**config.mk**
```make
export PLATFORM = sky130hd
export DESIGN_NAME = fifo_pkt_reader
export DESIGN_NICKNAME = d
export VERILOG_FILES = /design/src/rtl/fifo_pkt_pkg.sv /design/src/rtl/stream_skid_buf.sv /design/src/rtl/fifo_pkt_reader.sv
export SDC_FILE = /design/constraint.sdc
export NUM_CORES = 1
export LEC_CHECK = 0
export ABC_CLOCK_PERIOD_IN_PS = 5000
export BUFFER_PORTS_ARGS = -buffer_cell sky130_fd_sc_hd__buf_2
export CAP_MARGIN = 20
export CORE_ASPECT_RATIO = 1.1
export CORE_UTILIZATION = 30
export DETAILED_ROUTE_END_ITERATION = 10
export GPL_TIMING_DRIVEN = 0
export MAX_ROUTING_LAYER = met4
export PLACE_DENSITY = 0.6
export SLEW_MARGIN = 20
export SYNTH_ARGS = -nofsm -noshare
export SYNTH_HDL_FRONTEND = slang
export SYNTH_SLANG_ARGS = --single-unit
```
**constraint.sdc**
```tcl
create_clock -name r_clk -period 5 [get_ports r_clk]
set_clock_uncertainty 0.1 [all_clocks]
set_input_delay 0.5 -clock r_clk [delete_from_list [all_inputs] [get_ports r_clk]]
set_output_delay 0.5 -clock r_clk [all_outputs]
set_load 0.05 [all_outputs]
```
**src/rtl/fifo_pkt_pkg.sv**
```systemverilog
// -----------------------------------------------------------------------------
// fifo_pkt_pkg
// Shared definitions for the FIFO packet reader:
//   - state_e      : reader FSM encoding (IDLE / BURST)
//   - PKT_CNT_W    : width of the accepted-packet counter
//   - ENT_META_W   : number of side-band bits stored above the data word in
//                    each output buffer entry; layout is {pad, last, data}
//   - ent_pad_bit / ent_last_bit : bit positions of the side-band flags for a
//                    given data width
// -----------------------------------------------------------------------------
package fifo_pkt_pkg;

  typedef enum logic {
    IDLE  = 1'b0,
    BURST = 1'b1
  } state_e;

  localparam int PKT_CNT_W  = 16;
  localparam int ENT_META_W = 2;

  function automatic int ent_pad_bit(input int width);
    return width + 1;
  endfunction

  function automatic int ent_last_bit(input int width);
    return width;
  endfunction

endpackage

```
**src/rtl/stream_skid_buf.sv**
```systemverilog
// -----------------------------------------------------------------------------
// stream_skid_buf
// Two-entry output buffer feeding a valid/ready stream. The head entry drives
// the stream directly from registers, so out_data_o never changes while
// out_valid_o=1 and out_ready_i=0.
//
// Ports:
//   clk_i        clock
//   rst_ni       asynchronous active-low reset (buffer emptied, entries zeroed)
//   wr_en_i      write one entry at the tail (only when room_o=1)
//   wr_data_i    entry to write
//   room_o       a write this cycle will be accepted
//   out_valid_o  head entry is valid
//   out_ready_i  downstream accepts the head entry
//   out_data_o   head entry
// -----------------------------------------------------------------------------
module stream_skid_buf #(
  parameter int DW = 6
) (
  input  logic          clk_i,
  input  logic          rst_ni,
  input  logic          wr_en_i,
  input  logic [DW-1:0] wr_data_i,
  output logic          room_o,
  output logic          out_valid_o,
  input  logic          out_ready_i,
  output logic [DW-1:0] out_data_o
);

  logic [DW-1:0] ent0_q;
  logic [DW-1:0] ent1_q;
  logic [1:0]    cnt_q;
  logic          pop;

  assign out_valid_o = (cnt_q != 2'd0);
  assign out_data_o  = ent0_q;
  assign pop         = out_valid_o & out_ready_i;
  // When full, the head is necessarily valid, so a pop frees a slot exactly
  // when the consumer is ready.
  assign room_o      = (cnt_q != 2'd2) | out_ready_i;

  always_ff @(posedge clk_i or negedge rst_ni) begin
    if (!rst_ni) begin
      ent0_q <= '0;
      ent1_q <= '0;
      cnt_q  <= 2'd0;
    end else begin
      case ({wr_en_i, pop})
        2'b10: begin
          if (cnt_q == 2'd0) ent0_q <= wr_data_i;
          else               ent1_q <= wr_data_i;
          cnt_q <= cnt_q + 2'd1;
        end
        2'b01: begin
          ent0_q <= ent1_q;
          cnt_q  <= cnt_q - 2'd1;
        end
        2'b11: begin
          if (cnt_q == 2'd1) begin
            ent0_q <= wr_data_i;
          end else begin
            ent0_q <= ent1_q;
            ent1_q <= wr_data_i;
          end
        end
        default: ;
      endcase
    end
  end

endmodule

```
**src/rtl/fifo_pkt_reader.sv**
```systemverilog
// -----------------------------------------------------------------------------
// fifo_pkt_reader
// Read-side consumer of an async FIFO (first-word-fall-through port). Drains
// the FIFO in fixed PKT_LEN-word packets onto a valid/ready stream with a last
// marker. A packet starts only when the FIFO reports at least PKT_LEN words;
// if it runs dry mid-packet the reader stalls until more data arrives.
//
// Optional feature (macro FIFO_PKT_READER_FLUSH_EN): a residue smaller than a
// packet that sits in the FIFO for TIMEOUT idle cycles is flushed as a packet
// completed with PAD_WORD entries flagged by m_pad. Without the macro the
// residue waits indefinitely and m_pad stays 0.
//
// Ports:
//   r_clk, r_rst_n       clock, asynchronous active-low reset
//   fifo_dat             FIFO head word (valid when fifo_empty=0)
//   fifo_empty           FIFO empty flag
//   fifo_almost_empty    high when at least PKT_LEN words are available
//   fifo_rd_en           pop strobe (combinational from state, empty, ready)
//   m_valid/m_ready      stream handshake
//   m_data/m_last/m_pad  stream payload, end-of-packet, padding flag
//   busy                 a packet is in progress (until its last word leaves)
//   pkt_count            packets fully accepted downstream, wraps at 2^16
// -----------------------------------------------------------------------------
module fifo_pkt_reader
  import fifo_pkt_pkg::*;
#(
  parameter int               WIDTH    = 4,
  parameter int               PKT_LEN  = 8,
  parameter int               TIMEOUT  = 64,
  parameter logic [WIDTH-1:0] PAD_WORD = '0
) (
  input  logic                 r_clk,
  input  logic                 r_rst_n,
  input  logic [WIDTH-1:0]     fifo_dat,
  input  logic                 fifo_empty,
  input  logic                 fifo_almost_empty,
  output logic                 fifo_rd_en,
  output logic                 m_valid,
  input  logic                 m_ready,
  output logic [WIDTH-1:0]     m_data,
  output logic                 m_last,
  output logic                 m_pad,
  output logic                 busy,
  output logic [PKT_CNT_W-1:0] pkt_count
);

`ifdef FIFO_PKT_READER_FLUSH_EN
  localparam bit FlushEn = 1'b1;
`else
  localparam bit FlushEn = 1'b0;
`endif

  localparam int              CntW     = $clog2(PKT_LEN);
  localparam int              EntW     = WIDTH + ENT_META_W;
  localparam int              PadBit   = ent_pad_bit(WIDTH);
  localparam int              LastBit  = ent_last_bit(WIDTH);
  localparam logic [CntW-1:0] LastIdx  = CntW'(PKT_LEN - 1);
  localparam int              TimerW   = $clog2(TIMEOUT + 1);
  localparam logic [TimerW-1:0] TimerHit = TimerW'(TIMEOUT - 1);

  state_e              state_q, state_d;
  logic [CntW-1:0]     word_cnt_q;
  logic                flush_q;
  logic                padding_q;
  logic [TimerW-1:0]   timer_q;
  logic [1:0]          pend_q, pend_d;
  logic                busy_q, busy_d;
  logic [PKT_CNT_W-1:0] pkt_count_q;

  logic            in_burst;
  logic            room;
  logic            pad_now;
  logic            wr_en;
  logic            wr_last;
  logic            pkt_done;
  logic            normal_start;
  logic            timer_run;
  logic            timer_hit;
  logic            start;
  logic            last_acc;
  logic [EntW-1:0] wr_entry;
  logic [EntW-1:0] head;

  assign in_burst = (state_q == BURST);

  // Once a flush burst has inserted a pad, every remaining word is a pad and
  // the FIFO is no longer popped, even if it refills in the meantime.
  assign pad_now    = FlushEn & in_burst & room & (padding_q | (flush_q & fifo_empty));
  assign fifo_rd_en = in_burst & room & ~fifo_empty & ~padding_q;
  assign wr_en      = fifo_rd_en | pad_now;
  assign wr_last    = (word_cnt_q == LastIdx);
  assign pkt_done   = wr_en & wr_last;
  assign wr_entry   = {pad_now, wr_last, (pad_now ? PAD_WORD : fifo_dat)};

  assign normal_start = ~fifo_empty & fifo_almost_empty;
  assign timer_run    = FlushEn & ~fifo_empty & ~fifo_almost_empty;
  assign timer_hit    = timer_run & (timer_q == TimerHit);
  assign start        = ~in_burst & (normal_start | timer_hit);

  assign last_acc = m_valid & m_ready & m_last;

  // pend counts completed packets whose last word is still buffered, so busy
  // stays high until the final word has actually been accepted downstream.
  assign pend_d = pend_q + {1'b0, pkt_done} - {1'b0, last_acc};

  always_comb begin
    state_d = state_q;
    if (start)                    state_d = BURST;
    else if (in_burst && pkt_done) state_d = IDLE;
  end

  assign busy_d = (state_d == BURST) | (pend_d != 2'd0);

  always_ff @(posedge r_clk or negedge r_rst_n) begin
    if (!r_rst_n) begin
      state_q     <= IDLE;
      word_cnt_q  <= '0;
      flush_q     <= 1'b0;
      padding_q   <= 1'b0;
      timer_q     <= '0;
      pend_q      <= 2'd0;
      busy_q      <= 1'b0;
      pkt_count_q <= '0;
    end else begin
      state_q <= state_d;
      pend_q  <= pend_d;
      busy_q  <= busy_d;

      if (last_acc) pkt_count_q <= pkt_count_q + PKT_CNT_W'(1);

      if (pkt_done)   word_cnt_q <= '0;
      else if (wr_en) word_cnt_q <= word_cnt_q + CntW'(1);

      // A threshold start takes priority, so flush is only set by the timer.
      if (start)         flush_q <= timer_hit;
      else if (pkt_done) flush_q <= 1'b0;

      if (pkt_done)     padding_q <= 1'b0;
      else if (pad_now) padding_q <= 1'b1;

      if (in_burst || start || !timer_run) timer_q <= '0;
      else                                 timer_q <= timer_q + TimerW'(1);
    end
  end

  stream_skid_buf #(
    .DW(EntW)
  ) u_skid (
    .clk_i      (r_clk),
    .rst_ni     (r_rst_n),
    .wr_en_i    (wr_en),
    .wr_data_i  (wr_entry),
    .room_o     (room),
    .out_valid_o(m_valid),
    .out_ready_i(m_ready),
    .out_data_o (head)
  );

  assign m_data    = head[WIDTH-1:0];
  assign m_last    = head[LastBit];
  assign m_pad     = head[PadBit];
  assign busy      = busy_q;
  assign pkt_count = pkt_count_q;

endmodule

```
==> flow_summary.toml <==
[worst_setup_path]
cp.required_ns = 5.06
worst-path-max-fanout = 10
worst_setup_path_start_kind = "flip-flop"
worstSetupPathType = "flip-flop to flip-flop"
crit_path_frequent_cell = "ha_1"
end_kind = "flip-flop"
path_cells = "inv_1 -> ha_1 -> a21oi_2 -> nand2_1 -> ha_1 -> inv_1 -> ha_1 -> xnor2_1 -> xnor2_1 -> or3_1"
cp.arrival_ns = 2.61
slowest_delay_ns = 0.40
worst_path_max_delay_cell = "a21oi_2"

[pwr]
p_clk_share_pct = 23.1
p_leak_uw = 0.001044
p_sw_share_pct = 37.69
combinationalPowerShare_pct = 40.0
irDropWorstVdd_uv = 172.0
p_int_uw = 700.9
pwr-share-seq_pct = 36.9
power.switching_uw = 423.9
power_density_mw_per_mm2 = 546.1

[clock_network]
cts_tree = "done"
cts_made_buffers = 5
clock_latency_ns = 0.28
cts.path.max_buffers = 2
clock-sinks = 35
post_cts_resized = 0
holdBufCountCts = 0
post-cts-setup-buffer-count = 0
clockRootBuffer = "clkbuf_8"
htreeDepth = 2
clkTransAtPathRegs_ns = 0.07

[floorplanning]
core-area_sq_mm = 0.005395
rows = 28
initial_utilization_pct = 31.28
die_y_um = 80.67
die_area_sq_mm = 0.005930
ios = 34
die_x_um = 73.52

[layout]
insertedDiodeCount = 0
final_net_count = 198
multi_input_area_sq_um = 750.7
seq_area_sq_um = 875.8
syn_to_final_growth_pct = 22.02
drive_gt1_share_pct = 33.52
nFillCells = 580

[place]
io_buffers = 32
dp_hpwl_mm = 2.114
gp_congestion = 0.7263

[worst_hold_path]
hp-class = "input port to asynchronous set/reset pin"

[detailed_routing]
routed_wl_mm = 2.820
drcViolationCount = 0
drtPass1Iterations = 4
viasPerCell = 4.295
vias = 1091
ant_nets = 0
drt_iter0_drc = 23
wl_per_cell_um = 11.10

[sta]
setup_violations = 0
drv_slew = 0
tns_ns = 0
finalCritPeriodShare_pct = 51.02
fmax_mhz = 392.0
hold_ws_ns = 0.1833
worst_pin_slew_ns = 0.7567
hold_viol_final = 0
rsz0062_at_grt = "no"
slew_headroom_pct = 49.55
fin_crit_ns = 2.551

[job]
cap_violations = 0

[synthesis]
ys_warn_count = 0
yosysUniqueCellTypes = 31
ys_seq_elements = 35
yosys-top-cells-area = "dfrtp_1 52%, xnor2_1 8.8%, mux2_2 8.7%"
syn_area_per_cell_sq_um = 12.14
async_flop_share_pct = 100.0
netlist_area_sq_mm = 0.001688
synth_cells = 139
synth_fp_nets = 159
yosysTopAreaCellShare_pct = 51.89
synth-edff-count = 0
ys.flop_type = "dfrtp_1"
seq_area_frac_synth_pct = 51.89
synth_area_leader_cell = "dfrtp_1"

[grt]
grt-ovfl-total = 0
grt_pass1_wl_mm = 4.802
antenna_found_initial = 0
grt_use_total_pct = 11.21
grt_max_degree = 36
grt_pass1_vias = 1083

[run_status]
status = "finished, final reports clean"
-- cell families after synthesis --
family | after synthesis | share of synthesized area [%]
flops | 35 | 51.89
mux | 13 | 8.673
compound gates | 13 | 5.634
xor+xnor | 19 | 10.30
simple gates | 34 | 11.49
buf+inv | 13 | 3.632
fa+ha+maj | 11 | 8.154
other cells | 1 | 0.2222
-- layer usage --
layer | wire [um] | global-route usage (%)
met1 | 1316 | 12.05
met3 | 117 | 4.141
met4 | 34 | 5.192
met5 | 0 | -
met2 | 1351 | 18.26
-- registers in the layout (all words and copies together) (netlist names) --
name               flops
u_skid.cnt_q           2
u_skid.out_data_o      5
in_burst               1
busy                   1
pkt_count             16
u_skid.ent1_q          5
word_cnt_q             3
pend_q                 2
-- synth_stat cells, drive strengths merged, types with 5 or more instances --
| cell type | n |
|---|---|
| mux2 | 13 |
| xnor2 | 17 |
| ha | 11 |
| a22o | 5 |
| nand2 | 11 |
| nand3 | 6 |
| inv | 10 |
| dfrtp | 35 |
-- worst paths after layout --
| kind | from | endpoint | slack (ns) | depth (start not counted) |
|---|---|---|---|---|
| setup reg to reg | u_skid.cnt_q[0]$_DFFE_PN0P_ | busy$_DFF_PN0_ | 2.45 | 10 |
| hold reg to reg | pkt_count[15]$_DFFE_PN0P_ | pkt_count[15]$_DFFE_PN0P_ | 0.37 | 1 |
| max in group asynchronous | r_rst_n | u_skid.ent1_q[4]$_DFFE_PN0P_ | 4.13 | 1 |
| hold / removal | r_rst_n | in_burst$_DFF_PN0_ | 0.18 | 1 |
| min in group r_clk | pkt_count[15]$_DFFE_PN0P_ | pkt_count[15]$_DFFE_PN0P_ | 0.37 | 1 |
| setup / recovery | u_skid.cnt_q[0]$_DFFE_PN0P_ | busy$_DFF_PN0_ | 2.45 | 10 |
-- worst max-delay path, delay by kind of cell, from the launching register on --
family                   cells  cell delay, ns
buffers and inverters        2            0.12
flip-flops                   1            0.39
AO/OA/AOI/OAI                1            0.40
XOR/XNOR                     2            0.28
AND/OR/NAND/NOR              2            0.45
adder cells (fa/ha/maj)      3            0.68
-- metrics by stage --
stage / cells / util, % / power [uW] / setup WS, ns / instance area, sq um
final: 254 / 38.17 / 1125 / 2.449 / 2059
after floorplan: 139 / - / 774.2 / 2.265 / 1688
after CTS: 254 / 38.17 / 1141 / 2.415 / 2059
after global placement: 246 / 35.99 / 865.8 / 2.386 / 1942
after global routing: 254 / 38.17 / 1198 / 2.273 / 2059
after detailed placement: 246 / 35.99 / 876.5 / 2.369 / 1942
-- power groups by stage --
stage / registers (uW) / logic [uW] / clock network [uW]
final: 415 / 450 / 259
after global routing: 426 / 493 / 279
after CTS: 416 / 458 / 267
after detailed placement: 421 / 455 / 0
after global placement: 420 / 446 / 0
after floorplan: 512 / 263 / 0
-- area by class of cell --
| cell class | instances | area share (%) |
|---|---|---|
| inverter | 10 | 1.823 |
| buffer | 3 | 1.154 |
| clock inverter | 2 | 1.701 |
| sequential | 35 | 42.53 |
| timing repair buffer | 32 | 7.776 |
| multi-input combinational | 91 | 36.45 |
| tap | 75 | 4.556 |
| clock buffer | 6 | 4.010 |
-- cell usage in the layout (no fill, tap or decap), drive strengths merged, types with 5 or more instances in the layout --
cell type and count:
nand2 11, buf 35, nand3 6, ha 11
clkbuf 6, dfrtp 35, xnor2 17, mux2 13
a22o 5, inv 10
(Power assumes the default switching activity.)
